$ cat src/rtl/pipe_hazard_unit.sv
// Hazard and forwarding controller for the 5-stage RV32 pipeline.
// A DEPTH-entry shift scoreboard records each instruction that leaves ID:
// its destination register, whether it writes the RF, and whether it is a load.
// Each ID source operand is served by the youngest in-flight producer of its
// register. That producer's result comes from stage_data once the producer is
// ready. If it is not ready yet, ID stalls. An EX redirect flushes IF_ID and
// ID_EX. A flush overrides a stall.
module pipe_hazard_unit #(
    parameter int XLEN     = 32,
    parameter int NUM_RD   = 2,
    parameter int DEPTH    = 3,
    parameter int ALU_RDY  = 0,
    parameter int LOAD_RDY = 1
) (
    input  logic                     cpu_clk,
    input  logic                     cpu_rst,
    input  logic                     id_valid,
    input  logic [NUM_RD*5-1:0]      id_rs,
    input  logic [NUM_RD-1:0]        id_rs_used,
    input  logic [NUM_RD*XLEN-1:0]   id_rD,
    input  logic [4:0]               id_wR,
    input  logic                     id_we,
    input  logic                     id_is_load,
    input  logic                     ex_redirect,
    input  logic [DEPTH*XLEN-1:0]    stage_data,
    output logic [NUM_RD*XLEN-1:0]   id_opnd,
    output logic [NUM_RD-1:0]        fwd_hit,
    output logic                     hold_pc,
    output logic                     hold_ifid,
    output logic                     bubble_idex,
    output logic                     flush_ifid,
    output logic [31:0]              stall_cnt,
    output logic [31:0]              flush_cnt
);

    localparam logic [31:0] CNT_MAX = 32'hFFFF_FFFF;

    // Scoreboard: index 0 = EX, DEPTH-1 = WB
    logic [DEPTH-1:0]      sb_valid_q, sb_valid_d;
    logic [DEPTH-1:0][4:0] sb_wr_q,    sb_wr_d;
    logic [DEPTH-1:0]      sb_we_q,    sb_we_d;
    logic [DEPTH-1:0]      sb_ld_q,    sb_ld_d;

    logic [31:0] stall_cnt_q, stall_cnt_d;
    logic [31:0] flush_cnt_q, flush_cnt_d;

    logic [NUM_RD-1:0] pend;
    logic              stall;
    logic              flush;

    // Per-port operand select: youngest matching producer wins; forward if ready, else flag pending
    always_comb begin
        logic [4:0]      rs_p;
        logic            found;
        logic            rdy;
        logic [XLEN-1:0] sel_data;
        id_opnd  = id_rD;
        fwd_hit  = '0;
        pend     = '0;
        rs_p     = '0;
        found    = 1'b0;
        rdy      = 1'b0;
        sel_data = '0;
        for (int p = 0; p < NUM_RD; p++) begin
            rs_p     = id_rs[5*p +: 5];
            found    = 1'b0;
            rdy      = 1'b0;
            sel_data = '0;
            // Walk oldest to youngest so the youngest match is the one left standing
            for (int k = DEPTH-1; k >= 0; k--) begin
                if (sb_valid_q[k] && sb_we_q[k] && (sb_wr_q[k] == rs_p) && (rs_p != 5'd0)) begin
                    found    = 1'b1;
                    rdy      = (k >= (sb_ld_q[k] ? LOAD_RDY : ALU_RDY));
                    sel_data = stage_data[k*XLEN +: XLEN];
                end
            end
            if (id_rs_used[p] && found) begin
                if (rdy) begin
                    id_opnd[p*XLEN +: XLEN] = sel_data;
                    fwd_hit[p]              = 1'b1;
                end else begin
                    pend[p] = 1'b1;
                end
            end
        end
    end

    // Pipeline control: the redirect flush overrides the load-use stall
    always_comb begin
        stall       = id_valid && (|pend);
        flush       = ex_redirect;
        flush_ifid  = flush;
        bubble_idex = flush || stall;
        hold_pc     = stall && !flush;
        hold_ifid   = stall && !flush;
    end

    // Next scoreboard state: shift toward WB; a stalled or flushed ID enters as a bubble
    always_comb begin
        sb_valid_d = sb_valid_q;
        sb_wr_d    = sb_wr_q;
        sb_we_d    = sb_we_q;
        sb_ld_d    = sb_ld_q;
        for (int k = 1; k < DEPTH; k++) begin
            sb_valid_d[k] = sb_valid_q[k-1];
            sb_wr_d[k]    = sb_wr_q[k-1];
            sb_we_d[k]    = sb_we_q[k-1];
            sb_ld_d[k]    = sb_ld_q[k-1];
        end
        sb_valid_d[0] = id_valid && !stall && !flush;
        sb_wr_d[0]    = id_wR;
        sb_we_d[0]    = id_we;
        sb_ld_d[0]    = id_is_load;
    end

    // Saturating event counters
    always_comb begin
        stall_cnt_d = stall_cnt_q;
        flush_cnt_d = flush_cnt_q;
        if (stall && !flush && (stall_cnt_q != CNT_MAX)) begin
            stall_cnt_d = stall_cnt_q + 32'd1;
        end
        if (flush && (flush_cnt_q != CNT_MAX)) begin
            flush_cnt_d = flush_cnt_q + 32'd1;
        end
    end

    // State registers with asynchronous active-low reset
    always_ff @(posedge cpu_clk or negedge cpu_rst) begin
        if (!cpu_rst) begin
            sb_valid_q  <= '0;
            sb_wr_q     <= '0;
            sb_we_q     <= '0;
            sb_ld_q     <= '0;
            stall_cnt_q <= '0;
            flush_cnt_q <= '0;
        end else begin
            sb_valid_q  <= sb_valid_d;
            sb_wr_q     <= sb_wr_d;
            sb_we_q     <= sb_we_d;
            sb_ld_q     <= sb_ld_d;
            stall_cnt_q <= stall_cnt_d;
            flush_cnt_q <= flush_cnt_d;
        end
    end

    assign stall_cnt = stall_cnt_q;
    assign flush_cnt = flush_cnt_q;

endmodule

$ cat config.mk
export PLATFORM = sky130hd
export DESIGN_NAME = pipe_hazard_unit
export DESIGN_NICKNAME = d
export VERILOG_FILES = /design/src/rtl/pipe_hazard_unit.sv
export SDC_FILE = /design/constraint.sdc
export NUM_CORES = 1
export LEC_CHECK = 0
export CORE_MARGIN = 3
export CORE_UTILIZATION = 37
export DETAILED_ROUTE_END_ITERATION = 8
export PLACE_DENSITY = 0.88
export SLEW_MARGIN = 10
export SYNTH_ARGS = -nofsm -noshare
export SYNTH_HDL_FRONTEND = slang
export SYNTH_SLANG_ARGS = --single-unit
$ cat constraint.sdc
create_clock -name cpu_clk -period 3.9 [get_ports cpu_clk]
set_input_delay 0.975 -clock cpu_clk [delete_from_list [all_inputs] [get_ports cpu_clk]]
set_output_delay 0.975 -clock cpu_clk [all_outputs]
set_load 0.02 [all_outputs]
# Word level (Yosys, flattened, before mapping)
# Cells that the tools add are included.
[word_totals]
ff_bits = 88
input_bits = 183
elab_cells = 83
[op_classes]
add_sub_neg = 2
n_lt_le_gt_ge = 3
n_eq_ne = 8
muxes = 33
n_reduce_logical = 29
[op_table]
columns = ["cell", "count"]
rows = [
  ["2-to-1 mux 32 bit", 10],
  ["adder 32 x 1 -> 32 bit, second input constant", 2],
  ["!= test 32 bit, second input constant", 2],
  ["== test 5 bit", 6],
  ["logical AND 1 bit", 23],
  ["2-to-1 mux 1 bit", 23],
  ["nonzero test 5 bit", 2],
  [">= comparator 1 bit, first input constant", 2],
  [">= comparator 2 x 1 -> 1 bit, first input constant", 1],
  ["logical NOT 1 bit", 2],
  ["OR reduction 2 bit", 1],
  ["logical OR 1 bit", 1],
]

# Longest topological paths before layout
[logic_depth]
ltp_word = 13
mapped_depth = 9
ltp_nobuf = 7

# Least setup slack after synthesis
# Ideal clock, no wire load.
[synth_timing]
path_kind = "input to output"
from = "input port id_rs[5]"
to = "output port id_opnd[36]"
arrival_ns = 2.997
t_required_ns = 2.925
setup_slack_ns = -0.072
cell_stages = 8
n_path_buf = 2
cell_sequence = "or4_4 -> o211a_1 -> and2_0 -> buf_6 -> o31ai_4 -> a21oi_2 -> buf_6 -> mux2_4"
[synth_via]
elab_chain_cells = 8
[synth_lines]
columns = ["element", "line_no", "source"]
rows = [
  ["from (decl)", "18", "input logic [NUM_RD*5-1:0] id_rs,"],
  ["== test 5 bit", "71", "if (sb_valid_q[k] && sb_we_q[k] && (sb_wr_q[k] == rs_p) && (rs_p != 5'd0)) begin"],
  ["logical AND 1 bit (2 in a row)", "71", ""],
  ["2-to-1 mux 32 bit / 2-to-1 mux 1 bit (equally long branches) (3 in a row)", "71", ""],
  ["2-to-1 mux 32 bit / logical AND 1 bit (equally long branches)", "78, 77", ""],
  ["2-to-1 mux 32 bit (*)", "77", "if (id_rs_used[p] && found) begin"],
  ["to (decl)", "26", "output logic [NUM_RD*XLEN-1:0] id_opnd,"],
]
# Mark *: on every way between the ends. The rest lies on a longest branch, timed or not.

# Worst setup path after layout
[layout_timing]
from = "input port id_rs[4]"
to = "output port id_opnd[16]"
# The elaborated chain is that of the path after synthesis.

==> flow_summary.yaml <==
min_path:
  hp-class: "reg -> reg"
setup_path:
  crit_fanout: 6
  critPathRequiredTime_ns: 2.92
  critPathLaunchType: "input pin"
  endpoint_kind: "output pin"
  crit_type: "in -> out"
  cp.arrival_ns: 3.41
timing:
  fin_crit_ns: 4.39
  fin_tns_setup_ns: -17.42
  fin_crit_sh_pct: 113
  rsz0062_at_grt: "yes"
  slew_viol_final: 0
  fmax_mhz: 228
  hold_viol: 0
  layout_setup_ws_ns: -0.490
  relSlewSlack_pct: 29.0
  worst_slew_pin_slew_ns: 1.07
  fin_skew_ns: 0.00417
  finalSetupViolCount: 69
  hold_ws_ns: 0.371
cts:
  clk_transition_reported_paths_ns: 0.06
  clockBufferDepth: 2
  cts_tree: "yes"
  clockRootBuffer: "clkbuf_16"
  cts_buffers: 9
  htreeDepth: 3
  clock-sinks: 86
  clk_latency_ns: 0.33
final_layout:
  fillCellCount: 1051
  layout-drive-gt1-share_pct: 30.6
  regArea_mm2: 0.00215
  nets: 1263
  final_area_mm2: 0.0116
  area.growth.synth_to_final_pct: 88.4
  multiInputGateArea_mm2: 0.00425
logic_synthesis:
  yosysUniqueCellTypes: 47
  ys.flop_type: "dfrtp_1"
  synth_edf_count: 0
  ys_seq_area_share_pct: 34.9
  ys_warn_count: 0
  synth_area_mm2: 0.00616
  syn_nets: 857
  ys_seq_elements: 86
  post_synth.cell_area_avg_um2: 9.17
  synth-async-reset-ratio_pct: 100
  synthCells: 672
power_and_ir_drop:
  seq_power_share_pct: 38.3
  leakagePower_nw: 4.82
  power.switching_uw: 748
  power.internal_mw: 1.88
  peakVddDrop_mv: 0.224
  swShare_pct: 28.5
  total_power_mw: 2.63
  power.density_mw_per_mm2: 226
  pwr-share-comb_pct: 30.6
  pwr-share-clk_pct: 31.0
global_routing:
  grt_max_degree: 87
  antenna_found_initial: 4
  gr-total-overflow: 0
  grt_pass1_wl_um: 42400
  grt_pass1_vias: 7408
  track_usage_pct: 30.0
drt:
  via_per_inst: 5.86
  ant_nets: 0
  avgRoutedWirePerCell_um: 24.3
  firstDrtPassIters: 6
  postRouteWirelength_um: 31600
  drt_iter0_drc: 928
  num_vias: 7618
  drc_errors: 0
floorplanning:
  die_x_um: 135
  die_h_um: 135
  die-area_mm2: 0.0182
  rows: 46
  start_util_pct: 38.2
  core_mm2: 0.0161
  io_pins: 317
run_status:
  failed_checks: "negative setup slack"
  status: "finished with violations"
place:
  dpl.hpwl_um: 20000
  postPlaceCellArea_mm2: 0.00996
  port_buffers: 316
  gp_congestion: 1.01
flow_run:
  drv_cap: 0
[critical path, stage by stage]
cell and delay, ns:
buf_8 0.10, buf_6 0.10, xor2_1 0.16, or4_4 0.54, or3_4 0.38, buf_12 0.17
buf_8 0.14, buf_6 0.14, a21oi_2 0.30, mux2_4 0.28, buf_6 0.13
[final timing paths]
kind	slack [ns]	cells after the start	endpoint	start
min in group asynchronous	0.85	1	flush_cnt[30]$_DFFE_PN0P_	cpu_rst
min	0.37	0	sb_valid_q[1]$_DFF_PN0_	sb_valid_q[0]$_DFF_PN0_
max	-0.49	11	id_opnd[16]	id_rs[4]
max reg2reg	1.04	8	stall_cnt[1]$_DFFE_PN0P_	sb_wr_d[9]$_DFF_PN0_
min reg2reg	0.37	0	sb_valid_q[1]$_DFF_PN0_	sb_valid_q[0]$_DFF_PN0_
max in group asynchronous	2.39	1	sb_wr_d[13]$_DFF_PN0_	cpu_rst
[metal layers]
metal	GRT usage, %	up-vias	share of wire [%]	wire (µm)
li1	-	3223	-	-
met1	39.0	3579	37	11700
met2	46.8	616	45	14100
met3	9.31	192	12	3670
met4	12.2	8	6.6	2070
met5	0	-	0.16	50
[layout make-up]
cell class	instances	share of cell area [%]
flip-flops and latches	86	18.5
inverters	3	0.0970
clock buffers	15	2.48
diodes	2	0.0431
multi-input cells	546	36.6
well taps	216	2.33
repair buffers	432	39.9
[placed cells by master (no fill, tap or decap), drive strengths merged, types with 12 or more instances in the layout]
master	count
nor3	13
xnor2	68
mux2i	32
nand3	35
clkdlybuf4s50	236
and3	14
mux2	58
nor2	83
nand2	61
a21oi	59
buf	188
nand4	27
dfrtp	86
xor2	23
a31oi	12
clkbuf	21
[flip-flops by register name, indices dropped and copies added, names as in the netlist]
register,cells
sb_we_q,3
sb_ld_q,1
sb_wr_d,10
flush_cnt,32
sb_wr_q,5
stall_cnt,32
sb_valid_q,3
[through the flow]
stage                     cells  util, %  setup WS, ns
after floorplan             672        -       -0.0525
after global placement     1221     61.8         -1.03
after detailed placement   1221     61.8         -1.06
after CTS                  1281     69.0        -0.462
after global routing       1298     72.0        -0.559
final                      1300     72.1        -0.490
[cells in the mapped netlist (2+ instances only)]
cell	count	area share [%]
a21oi_1	57	4.6
a211oi_1	2	0.24
a21oi_2	2	0.28
or4_1	2	0.24
buf_4	2	0.24
nor4_1	5	0.51
mux2_4	21	5.1
o211a_1	2	0.32
nand4_1	27	2.7
ha_1	2	0.41
or4_4	2	0.37
xnor2_1	68	9.7
and3_1	14	1.4
and2_0	2	0.20
nor3_1	13	1.1
a31oi_1	12	1.2
nand2_1	61	3.7
a221oi_1	8	1.1
xor2_1	23	3.3
buf_6	6	1.1
nor2_1	83	5.1
buf_2	3	0.24
inv_1	3	0.18
o22a_1	8	1.1
dfrtp_1	86	35
nand3_1	35	2.8
mux2i_1	32	5.2
clkbuf_1	25	1.5
and2_1	5	0.51
mux2_2	37	6.8
and4_1	8	1.1
[power groups by stage]
stage               sequential [mW]  combinational (mW)  clock, mW
finish                         1.01               0.805      0.816
global route                   1.01               0.835      0.874
CTS                            1.01               0.748      0.827
detailed placement             1.02               0.712          0
global placement               1.02               0.702          0
floorplan                      1.05               0.232          0
[cell families (layout without fill, tap and decap cells)]
group / after synthesis / in the layout / synth area share [%]
muxes: 90 / 90 / 17.1
adders and majority gates: 2 / 2 / 0.406
AOI/OAI and AO/OA: 99 / 99 / 10.4
DFF: 86 / 86 / 34.9
xor gates and xnor gates: 91 / 91 / 12.9
other: 0 / 2 / 0
and+or+nand+nor: 264 / 264 / 20.9
buffers and inverters: 40 / 450 / 3.35
[timing repair]
action | in CTS | in global routing
setup buffers | 37 | 22
pin swaps | 20 | 27
hold buffers | 0 | 0
setup endpoints to repair | 69 | 69
resized for setup | 490 | 102
gates cloned | 9 | 4
Power figures use the tool's default switching activity.
